--- src/rtl/clk_div_bank.sv ---
// Multi-channel programmable clock divider / clock-enable generator.
// Each channel runs a compare-wrapped counter; shadowed config applies only at a period boundary.
module clk_div_bank #(
  parameter  int NUM_CH     = 2,
  parameter  int CNT_W      = 16,
  parameter  int RESET_DIV  = 4,
  parameter  int RESET_HIGH = 2,
  localparam int CH_W       = (NUM_CH > 1) ? $clog2(NUM_CH) : 1
) (
  input  logic              clk_i,
  input  logic              rst_i,
  input  logic [NUM_CH-1:0] en_i,
  input  logic              cfg_we_i,
  input  logic [CH_W-1:0]   cfg_ch_i,
  input  logic [CNT_W-1:0]  cfg_div_i,
  input  logic [CNT_W-1:0]  cfg_high_i,
  output logic [NUM_CH-1:0] cfg_pending_o,
  output logic [NUM_CH-1:0] clk_o,
  output logic [NUM_CH-1:0] tick_o
);

  for (genvar i = 0; i < NUM_CH; i++) begin : g_ch
    logic [CNT_W-1:0] cnt, div_a, high_a, div_s, high_s;
    logic             pend, clk_q, tick_q;
    logic             run, boundary, apply, wr;

    // A halted channel (div_a==0) behaves exactly like a disabled one.
    always_comb begin
      run      = en_i[i] && (div_a != '0);
      boundary = run && (cnt == div_a - CNT_W'(1));
      apply    = pend && (boundary || !run);
      wr       = cfg_we_i && (cfg_ch_i == CH_W'(i));
    end

    always_ff @(posedge clk_i or posedge rst_i) begin
      if (rst_i) begin
        cnt    <= '0;
        div_a  <= CNT_W'(RESET_DIV);
        high_a <= CNT_W'(RESET_HIGH);
        div_s  <= CNT_W'(RESET_DIV);
        high_s <= CNT_W'(RESET_HIGH);
        pend   <= 1'b0;
        clk_q  <= 1'b0;
        tick_q <= 1'b0;
      end else begin
        if (run) begin
          cnt    <= boundary ? '0 : cnt + CNT_W'(1);
          clk_q  <= (cnt < high_a);
          tick_q <= (cnt == '0);
        end else begin
          cnt    <= '0;
          clk_q  <= 1'b0;
          tick_q <= 1'b0;
        end
        if (apply) begin
          div_a  <= div_s;
          high_a <= high_s;
          pend   <= 1'b0;
        end
        // Ordered after apply: a colliding write keeps pend set while the old shadow goes active.
        if (wr) begin
          div_s  <= cfg_div_i;
          high_s <= cfg_high_i;
          pend   <= 1'b1;
        end
      end
    end

    assign cfg_pending_o[i] = pend;
    assign clk_o[i]         = clk_q;
    assign tick_o[i]        = tick_q;
  end

endmodule

--- config.mk ---
export PLATFORM = sky130hd
export DESIGN_NAME = clk_div_bank
export DESIGN_NICKNAME = d
export VERILOG_FILES = /design/src/rtl/clk_div_bank.sv
export SDC_FILE = /design/constraint.sdc
export NUM_CORES = 1
export LEC_CHECK = 0
export BUFFER_PORTS_ARGS = -buffer_cell sky130_fd_sc_hd__buf_2
export CAP_MARGIN = 10
export CORE_MARGIN = 3
export CORE_UTILIZATION = 53
export CTS_CLUSTER_SIZE = 30
export DETAILED_ROUTE_END_ITERATION = 8
export GPL_TIMING_DRIVEN = 0
export PLACE_DENSITY = 0.66
export SLEW_MARGIN = 20
export SYNTH_ARGS = -nofsm -noshare
export SYNTH_HDL_FRONTEND = slang
export SYNTH_SLANG_ARGS = --single-unit
--- constraint.sdc ---
create_clock -name clk_i -period 8.9 [get_ports clk_i]
set_input_delay 0.445 -clock clk_i [delete_from_list [all_inputs] [get_ports clk_i]]
set_output_delay 0.445 -clock clk_i [all_outputs]
set_load 0.01 [all_outputs]
Yosys cells after proc, flatten, opt, wreduce, memory -nomap -nowiden
Cells that the tools add are included.
{"block": "classes", "addsub": 4, "bitwise_logic": 1, "n_eq_ne": 2, "n_mux": 12, "n_lt_le_gt_ge": 2, "n_reduce_logical": 18, "shifts": 0, "n_mul": 0, "div": 0}
{"op": "16-bit two-way mux", "n": 4}
{"op": "16-bit by 1-bit adder with 16-bit output, second input constant", "n": 2}
{"op": "16-bit equality test", "n": 2}
{"op": "16-bit zero test", "n": 2}
{"op": "16-bit < comparator", "n": 2}
{"op": "16-bit nonzero test", "n": 2}
{"op": "16-bit by 1-bit subtractor with 16-bit output, second input constant", "n": 2}
{"op": "1-bit logical AND", "n": 8}
{"op": "1-bit two-way mux", "n": 8}
{"op": "2-bit nonzero test", "n": 2}
{"op": "1-bit zero test", "n": 2}
{"op": "1-bit logical OR", "n": 2}
{"op": "1-bit inverter", "n": 1}
{"block": "totals", "memories": 0, "ramBits": 0, "output_inout_bits": 6, "input_bits": 38, "latchBits": 0, "regBits": 166, "mem_bits_ro": 0, "wordCells": 55}

Logic depth before layout (Yosys ltp)
Gate-level depths: netlist of the first run.
{"block": "logic_depth", "ltp_word": 7, "depth_mapped": 14, "mapped_depth_nobuf": 9}

Worst setup path after synthesis of the first run
OpenSTA, ideal clock, no wires.
{"block": "synth_path", "path_type": "register to register", "startpoint": "register g_ch[0].div_a[7]", "endpoint": "register g_ch[0].div_a[0]", "setup_slack_ns": 5.501, "path_stages_with_launch": 10, "path_buffers": 2, "t_arrival_ns": 3.271, "setup_ns": 0.127, "required_time_ns": 8.773, "period_less_slack_ns": 3.399, "path_cell_list": "dfrtp_1 buf_2 or4_4 or4_4 or4_1 a31oi_1 a41oi_1 o41ai_4 buf_6 mux2_1"}
{"block": "synth_via", "elab_chain_cells": 5, "word_cells_on_any_way": 8, "classes_between": "1 x add/sub; 1 x eq/ne; 6 x reduce/logical"}
{"element": "start, declared", "line_no": "23", "rtl": "logic [CNT_W-1:0] cnt, div_a, high_a, div_s, high_s;"}
{"element": "start signal, assigned", "line_no": "38", "rtl": "div_a <= CNT_W'(RESET_DIV);"}
{"element": "start signal, assigned", "line_no": "56", "rtl": "div_a <= div_s;"}
{"element": "16-bit by 1-bit subtractor with 16-bit output or 16-bit nonzero test (tied branches)", "line_no": "30, 29"}
{"element": "16-bit equality test or 1-bit logical AND (tied branches)", "line_no": "30, 29"}
{"element": "1-bit logical AND or 1-bit zero test (tied branches)", "line_no": "30, 31"}
{"element": "1-bit logical OR (*)", "line_no": "31", "rtl": "apply = pend && (boundary || !run);"}
{"element": "1-bit logical AND (*)", "line_no": "31"}
Mark *: on every way between the ends. The rest lies on a longest branch, timed or not.
A chain may end at the register's enable or synchronous reset.

Worst setup path in the final report of the first run
{"block": "layout_path", "startpoint": "register g_ch[1].div_a[4]", "endpoint": "register g_ch[1].cnt[11]"}
{"block": "layout_via", "elab_chain_cells": 5, "word_cells_on_any_way": 7, "classes_between": "1 x add/sub; 1 x eq/ne; 2 x mux; 3 x reduce/logical"}
{"element": "start, declared", "line_no": "23"}
{"element": "start signal, assigned", "line_no": "38"}
{"element": "start signal, assigned", "line_no": "56"}
{"element": "16-bit by 1-bit subtractor with 16-bit output or 16-bit nonzero test (tied branches)", "line_no": "30, 29"}
{"element": "16-bit equality test or 1-bit logical AND (tied branches)", "line_no": "30, 29"}
{"element": "1-bit logical AND", "line_no": "30", "rtl": "boundary = run && (cnt == div_a - CNT_W'(1));"}
{"element": "16-bit two-way mux", "line_no": "47", "rtl": "cnt <= boundary ? '0 : cnt + CNT_W'(1);"}
{"element": "16-bit two-way mux (*)", "line_no": "46", "rtl": "if (run) begin"}
{"element": "end signal, assigned", "line_no": "47"}
{"element": "end, declared", "line_no": "23"}
Marked as above.

==> results of run 1 <==
routing by layer:
layer  up-vias  GRT usage [%]  routed length [um]
met4         0           7.21                 289
met5         -              0                   0
met3        25           3.59                1490
li1       3440              -                   -
met1      3684           37.2               11000
met2       253           34.0               10100
logic make-up (layout without fill, tap and decap cells):
logic type / Yosys count / in the layout
mux: 98 / 98
flops: 166 / 166
xor+xnor: 67 / 67
compound gates: 161 / 161
fa+ha+maj: 38 / 38
buf+inv: 119 / 195
simple gates: 257 / 257
final timing paths:
kind / startpoint / end / slack (ps) / depth (start not counted)
max: g_ch[1].div_a[4] / g_ch[1].cnt[11] / 4610 / 12
min: rst_i / g_ch[0].high_a[3] / 80 / 2
max reg2reg: g_ch[1].div_a[4] / g_ch[1].cnt[11] / 4610 / 12
min reg2reg: g_ch[0].high_a[8] / g_ch[0].high_a[8] / 490 / 1
max in group asynchronous: rst_i / g_ch[1].div_s[2] / 7960 / 3
min in group clk_i: cfg_high_i[4] / g_ch[1].high_s[4] / 270 / 2
state kept, by name, indices dropped and copies added (netlist names):
| signal | flops |
|---|---|
| g_ch.tick_q | 2 |
| g_ch.high_a | 32 |
| g_ch.cnt | 32 |
| g_ch.high_s | 32 |
| g_ch.pend | 2 |
| g_ch.clk_q | 2 |
| g_ch.div_s | 32 |
| g_ch.div_a | 32 |
synth_stat cells (4+ instances only):
master / number
o22ai_1: 20
a21o_1: 14
o211ai_1: 5
o21ai_0: 14
nand3_1: 61
buf_4: 7
a31oi_1: 38
nor4_1: 14
buf_2: 4
or3_1: 10
dfstp_2: 8
nor2_1: 38
a21oi_1: 8
buf_1: 10
nor3_1: 27
nand4_1: 10
o2bb2ai_1: 13
mux2_2: 64
o311ai_1: 27
xnor2_1: 36
dfrtp_1: 158
or4_1: 11
mux2_1: 31
nor2b_1: 7
a211oi_1: 6
o21ai_1: 4
nand2_1: 47
ha_1: 38
nand2b_1: 5
clkbuf_1: 47
and3_1: 6
inv_1: 47
xor2_1: 31
layout make-up:
class                           count  share of cell area [%]
Clock buffer                       19                    4.17
Multi-Input combinational cell    621                    44.9
Timing Repair Buffer               44                    2.34
Clock inverter                     13                   0.976
Tap cell                          220                    2.65
Buffer                             71                    3.08
Sequential cell                   166                    40.1
Inverter                           48                    1.81
cell usage in the layout (no fill, tap or decap), types with 36 or more instances in the layout:
master,count
a31oi_1,38
inv_1,46
clkbuf_1,49
nor2_1,38
nand2_1,47
ha_1,38
buf_2,47
nand3_1,61
dfrtp_1,158
xnor2_1,36
mux2_2,64
report_power, final:
group / total [mW] / internal, mW / leakage, nW / switching (mW)
Clock: 0.676 / 0.360 / 0.256 / 0.316
Combinational: 0.398 / 0.188 / 2.32 / 0.210
Sequential: 0.951 / 0.866 / 1.95 / 0.0850
Total: 2.03 / 1.41 / 4.53 / 0.611
through the flow:
stage,utilization (%),hold slack [ps],cell area (um2),worst slack (ps),cells
2_1_floorplan,-,458,9330,3980,906
3_3_place_gp,58.2,469,9820,1970,1169
3_5_place_dp,58.4,476,9850,4700,1170
4_1_cts,61.5,86.1,10400,4690,1202
5_1_grt,61.5,113,10400,4340,1202
6_report,61.5,78.7,10400,4610,1202
==> flow_metrics.tcl, run 1 <==
set metrics [dict create \
    wl_per_cell_um 19.0 \
    critPathMostFrequentCell "clkbuf_1" \
    start_util_pct 55.3 \
    yosysWarnings 0 \
    yosys.area.top_type "dfrtp_1" \
    syn_to_final_growth_pct 11.4 \
    synth-simple-area-share_pct 14.5 \
    finalMaxSlewViolations 0 \
    antenna_found_initial 0 \
    rsz0062_at_grt "false" \
    num_rows 47 \
    fin_worst_skew_ps 11.2 \
    drt-initial-drc-count 711 \
    status "finished clean" \
    maxSlewHeadroom_pct 44.2 \
    synth_cell_types 59 \
    grt_pass1_vias 7001 \
    die_x_um 139 \
    cts-root-buf "clkbuf_16" \
    fin_nets 1045 \
    yosys_most_used_dff "dfrtp_1" \
    ys_top_cells_by_area "dfrtp_1 42%, mux2_2 7.7%, ha_1 5.1%, mux2_1 3.7%, xnor2_1 3.4%" \
    synth_top_area_share_pct 42.4 \
    wl_mm 22.9 \
    min_path_type "in2async" \
    setup_tns_ps 0 \
    post-route-drc-count 0 \
    fin_crit_sh_pct 48.3 \
    detail-route-antenna-nets 0 \
    synth_seq_cells 166 \
    die_height_um 139 \
    cp_slowest_cell "o21ai_1" \
    post-route-min-period_ps 4290 \
    regArea_um2 4160 \
    path_clk_slew_ps 70 \
    finalHoldViolCount 0 \
    place.gp.congestion 0.892 \
    num_antenna_cells 0 \
    cts_tree "yes" \
    drive_gt1_share_pct 17.4 \
    required_ps 9210 \
    synth_compound_area_share_pct 12.3 \
    synthAdderAreaFrac_pct 5.10 \
    cts_buffers 17 \
    io_pins 44 \
    overflow 0 \
    synth_edf_count 0 \
    p_total_mw 2.03 \
    synth_top_family_by_area "simple AND/OR/NAND/NOR gates" \
    grt_max_degree 93 \
    grt_usage_pct 23.7 \
    max_slew.worst_pin.slew_ps 832 \
    peakVddDrop_v 0.000166 \
    post_cts_resized 0 \
    maxCapViolCount 0 \
    fmax_mhz 233 \
    path_buf_inv 5 \
    io_buffers 43 \
    crit_path_max_incr_delay_ps 710 \
    power_leakage_nw 4.53 \
    cts_setup_buffers 0 \
    finalSetupViolations 0 \
    yosysSeqAreaShare_pct 44.6 \
    synth-xor-area-share_pct 6.29 \
    fillers 1432 \
    grt_pass1_wl_mm 36.8 \
    core_area_um2 16900 \
    synth_nets 982 \
    synth_area_um2 9330 \
    htreeDepth 4 \
    postCtsHoldBufs 0 \
    multiInputGateArea_um2 4660 \
    clock_sinks 166 \
    synth-async-reset-ratio_pct 100 \
    crit_type "reg2reg" \
    synth.avg_cell_area_um2 10.3 \
    die_area_um2 19200 \
    dp_hpwl_mm 16.5 \
    muxShareOfSynthArea_pct 11.8 \
    clk_latency_ps 430 \
    cp-start-kind "register" \
    drtPass1Iterations 5 \
    vias_per_cell 6.16 \
    clockBufferDepth 2 \
    num_vias 7402 \
    critPathArrivalTime_ps 4610 \
    critical-path-top-delay-family "compound AO/OA/AOI/OAI gates" \
    power_density_nw_per_um2 195 \
    cp_max_fo 10 \
    synth_cells 906 \
    cp-end-kind "register" \
    critical_path.cell_chain "clkbuf_1 > or4_1 > clkbuf_1 > buf_2 > nor4_2 > a41oi_1 > a2111oi_0 > nand4b_1 > clkbuf_1 > o21ai_1 > buf_4 > nor2_1" \
]
Note: power is estimated with default switching activity, not from simulation.
==> run 2, diff against run 1 <==
- clock period: 8.9 -> 4.03 ns (I/O delays scaled with it)
==> run 2 against run 1 <==
Core utilization rose by 1.1 points. Critical path type unchanged. Combinational power rose by 120%. First-iteration DRC count rose by 12%. Highest routed layer unchanged. Worst setup slack got worse by 4500 ps. Cell area rose by 1.8%. Largest cell class unchanged. Largest power group unchanged. Sequential cell count did not move.
==> flow_metrics.tcl, run 2 (synthesis results as in run 1) <==
set metrics [dict create \
    cts_buffers 17 \
    wl_mm 22.7 \
    fin_crit_sh_pct 96.2 \
    grtUsageMet2_pct 33.4 \
    grt_max_degree 35 \
    final_cell_mix "158 x dfrtp_1, 64 x mux2_2, 61 x nand3_1, 48 x clkbuf_1, 48 x buf_2" \
    cts-root-buf "clkbuf_16" \
    status "finished clean" \
    io_pins 44 \
    cp-start-kind "register" \
    use_met3_pct 5.00 \
    die_x_um 139 \
    finalMaxSlewViolations 0 \
    syn_to_final_growth_pct 13.3 \
    critPathArrivalTime_ps 4150 \
    place_ws_ps -158 \
    maxCapViolCount 0 \
    grt_usage_pct 23.6 \
    top_usage_layer "met1" \
    max_slew.worst_pin.slew_ps 798 \
    detail-route-antenna-nets 0 \
    grt_pass1_vias 6996 \
    overflow 0 \
    clk_latency_ps 430 \
    grt_use_met1_pct 36.7 \
    grt_pass1_wl_mm 36.7 \
    timing.final.ws_setup_ps 154 \
    num_antenna_cells 0 \
    num_rows 47 \
    cp-end-kind "register" \
    finalSetupViolations 0 \
    peakVddDrop_v 0.000405 \
    power_density_nw_per_um2 436 \
    clock_sinks 166 \
    htreeDepth 4 \
    fin_nets 1051 \
    cp_max_fo 10 \
    drtPass1Iterations 5 \
    wl_per_cell_um 18.8 \
    post-route-min-period_ps 3880 \
    die_area_um2 19200 \
    min_path_type "in2reg" \
    clockBufferDepth 2 \
    rsz0062_at_grt "false" \
    cts_tree "yes" \
    vias_per_cell 6.07 \
    finalHoldViolCount 0 \
    maxSlewHeadroom_pct 46.4 \
    dp_hpwl_mm 16.9 \
    path_clk_slew_ps 70 \
    start_util_pct 55.3 \
    drt-initial-drc-count 798 \
    core_area_um2 16900 \
    post-route-drc-count 0 \
    drive_gt1_share_pct 18.2 \
    final_common_cell "dfrtp_1" \
    die_height_um 139 \
    required_ps 4310 \
    fin_worst_skew_ps 12.0 \
    setup_tns_ps 0 \
    num_vias 7329 \
    power_leakage_nw 4.62 \
    fmax_mhz 258 \
    crit_type "reg2reg" \
    place.gp.congestion 0.918 \
    antenna_found_initial 0 \
    io_buffers 43 \
]
[run 2: final timing paths]
path / cells after the start / to / slack (ps) / startpoint
worst max-delay path: 14 / g_ch[1].high_a[3] / 150 / g_ch[1].div_a[0]
worst min-delay path: 2 / g_ch[0].div_s[10] / 30 / cfg_div_i[10]
worst max register to register: 14 / g_ch[1].high_a[3] / 150 / g_ch[1].div_a[0]
worst min register to register: 1 / g_ch[0].high_a[9] / 490 / g_ch[0].high_a[9]
max in group asynchronous: 5 / g_ch[1].high_s[1] / 2840 / rst_i
min in group asynchronous: 3 / g_ch[1].div_a[6] / 380 / rst_i
[run 2: power by group]
| part | internal (mW) | switching [mW] | leakage [nW] |
|---|---|---|---|
| Sequential | 1.91 | 0.190 | 1.95 |
| Combinational | 0.425 | 0.467 | 2.39 |
| Clock | 0.922 | 0.695 | 0.279 |
| Total | 3.26 | 1.35 | 4.62 |
[run 2: repair_timing]
action	4_1_cts	5_1_grt
buffers inserted	0	0
endpoints found under the hold margin	17	0
hold buffers	1	0
cloned	0	0
resized for setup	1	9
endpoints found under the setup margin	10	49
[run 2: stage by stage]
stage	power, mW	std cells	hold slack (ps)	util, %	instance area (um2)
after floorplan	2.76	906	352	-	9330
after global placement	2.97	1169	460	58.2	9820
after detailed placement	3.02	1175	283	59.0	9960
after CTS	4.64	1207	9.96	62.5	10500
after global routing	4.86	1207	13.6	62.6	10600
final	4.61	1207	26.9	62.6	10600
[run 2: cell type report]
type	count	area, um2
clock buffers	19	433
clock inverters	12	143
multi-input cells	621	4690
plain buffers	71	324
repair buffers	50	360
inverters	48	184
well taps	220	275
fillers	1375	6310
flip-flops and latches	166	4160
[run 2: per-layer routing]
| layer | wire (um) | share of wire, % |
|---|---|---|
| met1 | 11100 | 49 |
| met2 | 9830 | 43 |
| met3 | 1490 | 6.6 |
| met4 | 323 | 1.4 |
| met5 | 0 | 0 |
[run 2: worst max-delay path: stages, from the launching register on]
cell      delay [ps]
dfrtp_1          360
clkbuf_1         190
inv_1            170
ha_2             250
or3b_1           350
clkbuf_1         220
or3_1            370
or3b_1           360
a32oi_1          250
nand4b_1         210
buf_2            250
buf_2            210
clkbuf_2         250
nand3_1          150
o311ai_1         120
==> run 3, diff against run 2 <==
- REMOVE_ABC_BUFFERS: default -> 1
==> run 3 against run 2 <==
Critical path depth shrank 5. Wire length decreased by 7.1%. Final cell count decreased by 4.6%. Critical path type unchanged.
==> flow_metrics.tcl, run 3 (synthesis results as in run 1) <==
set metrics [dict create \
    die_height_um 139 \
    syn_to_final_growth_pct 11.9 \
    die_x_um 139 \
    post-route-drc-count 0 \
    fillers 1385 \
    clock_sinks 166 \
    path_clk_slew_ps 70 \
    fin_crit_sh_pct 93.9 \
    path_buf_inv 2 \
    power_leakage_nw 4.58 \
    drt-initial-drc-count 486 \
    maxSlewHeadroom_pct 43.1 \
    post-route-min-period_ps 3790 \
    cp-end-kind "register" \
    rsz0062_at_grt "false" \
    die_area_um2 19200 \
    antenna_found_initial 0 \
    max_slew.worst_pin.slew_ps 850 \
    cp_max_fo 12 \
    io_buffers 43 \
    core_area_um2 16900 \
    required_ps 4340 \
    drive_gt1_share_pct 19.9 \
    crit_type "reg2reg" \
    final_cell_mix "157 x dfrtp_1, 64 x mux2_2, 61 x nand3_1, 46 x inv_1, 46 x nand2_1" \
    fin_cells 1151 \
    p_switching_mw 1.38 \
    critical_path.cell_chain "or4_4 > or4_4 > or4_1 > a31oi_1 > a41oi_1 > o41ai_4 > buf_4 > buf_4 > mux2_1" \
    num_vias 7094 \
    crit_path_max_incr_delay_ps 580 \
    final_cell_area_um2 10400 \
    swShare_pct 30.5 \
    overflow 0 \
    htreeDepth 4 \
    p_seq_share_pct 47.3 \
    grt_max_degree 95 \
    multiInputGateArea_um2 4720 \
    cp-start-kind "register" \
    combPwrFrac_pct 18.6 \
    power_density_nw_per_um2 435 \
    final_common_cell "dfrtp_1" \
    num_rows 47 \
    power.internal_mw 3.15 \
    clkPwrFrac_pct 34.1 \
    regArea_um2 4170 \
    critPathArrivalTime_ps 4090 \
    finalMaxSlewViolations 0 \
    detail-route-antenna-nets 0 \
    wl_mm 21.1 \
    cts-root-buf "clkbuf_16" \
    drtPass1Iterations 7 \
    critical-path-top-delay-family "simple AND/OR/NAND/NOR gates" \
    clk_latency_ps 430 \
    fmax_mhz 264 \
    place.gp.congestion 0.896 \
    finalSetupViolations 0 \
    fin_nets 994 \
    min_path_type "in2reg" \
    fin_worst_skew_ps 7.96 \
    holdWs_ps 28.2 \
    placed_cell_area_um2 9800 \
    grt_pass1_vias 6916 \
    grt_usage_pct 22.1 \
    placed_cells 1111 \
    clockBufferDepth 2 \
    dp_hpwl_mm 15.2 \
    grt_pass1_wl_mm 35.1 \
    start_util_pct 55.3 \
    io_pins 44 \
    maxCapViolCount 0 \
    status "finished clean" \
    cp_slowest_cell "or4_4" \
    num_antenna_cells 0 \
    cts_tree "yes" \
    wl_per_cell_um 18.3 \
    cts_buffers 17 \
    finalHoldViolCount 0 \
    vias_per_cell 6.16 \
    peakVddDrop_v 0.000349 \
]
[run 3: cell count changes in the layout (fill, tap and decap cells not counted), sizes merged]
| cell | delta |
|---|---|
| clkbuf | -49 |
| buf | -9 |
| clkinv | +4 |
| bufinv | -2 |
| clkinvlp | -2 |
| inv | +2 |
[run 3: final cells by class]
class | instances | share of cell area, %
multi-input combinational | 621 | 45.2
inverter | 48 | 1.80
sequential | 166 | 39.9
timing repair buffer | 64 | 5.12
tap | 220 | 2.64
clock inverter | 14 | 1.10
clock buffer | 18 | 4.21
[run 3: power groups by stage]
| stage | combinational [mW] | sequential [mW] | clock [mW] |
|---|---|---|---|
| 2_1_floorplan | 0.635 | 2.10 | 0 |
| 4_1_cts | 0.842 | 2.14 | 1.57 |
| 3_5_place_dp | 0.835 | 2.17 | 0 |
| 3_3_place_gp | 0.759 | 2.16 | 0 |
| 6_report | 0.842 | 2.15 | 1.55 |
| 5_1_grt | 0.946 | 2.18 | 1.65 |
[run 3: through the flow]
stage | power (mW) | utilization [%] | TNS, ps | worst slack (ps)
global route | 4.77 | 61.8 | 0 | 141
finish | 4.54 | 61.8 | 0 | 244
detailed placement | 3.00 | 58.1 | -6080 | -344
CTS | 4.56 | 61.5 | 0 | 30.8
global placement | 2.92 | 56.3 | -554720 | -4420
floorplan | 2.73 | - | -181360 | -2220
[run 3: layer usage]
layer	global-route usage [%]	wire length [um]	up-vias
met3	4.28	794	31
met2	34.7	9940	167
met4	6.90	412	0
li1	-	-	3348
met5	0	0	-
met1	31.3	9970	3548
[run 3: worst paths after layout]
| check | startpoint | to | slack (ps) | depth (start not counted) |
|---|---|---|---|---|
| setup / recovery | g_ch[0].div_a[7] | g_ch[0].high_a[4] | 240 | 9 |
| hold / removal | cfg_high_i[13] | g_ch[0].high_s[13] | 30 | 2 |
| setup reg to reg | g_ch[0].div_a[7] | g_ch[0].high_a[4] | 240 | 9 |
| hold reg to reg | g_ch[0].div_s[4] | g_ch[0].div_a[4] | 490 | 1 |
| max in group asynchronous | rst_i | g_ch[0].high_s[1] | 2830 | 4 |
| min in group asynchronous | rst_i | g_ch[1].div_a[1] | 360 | 3 |
[run 3: timing repair]
item / 4_1_cts / 5_1_grt
gates resized for setup: 2 / 0
pin swaps: 1 / 2
setup endpoints to repair: 40 / 69
endpoints found under the hold margin: 70 / 0
setup buffers: 0 / 7
hold buffers: 1 / 0
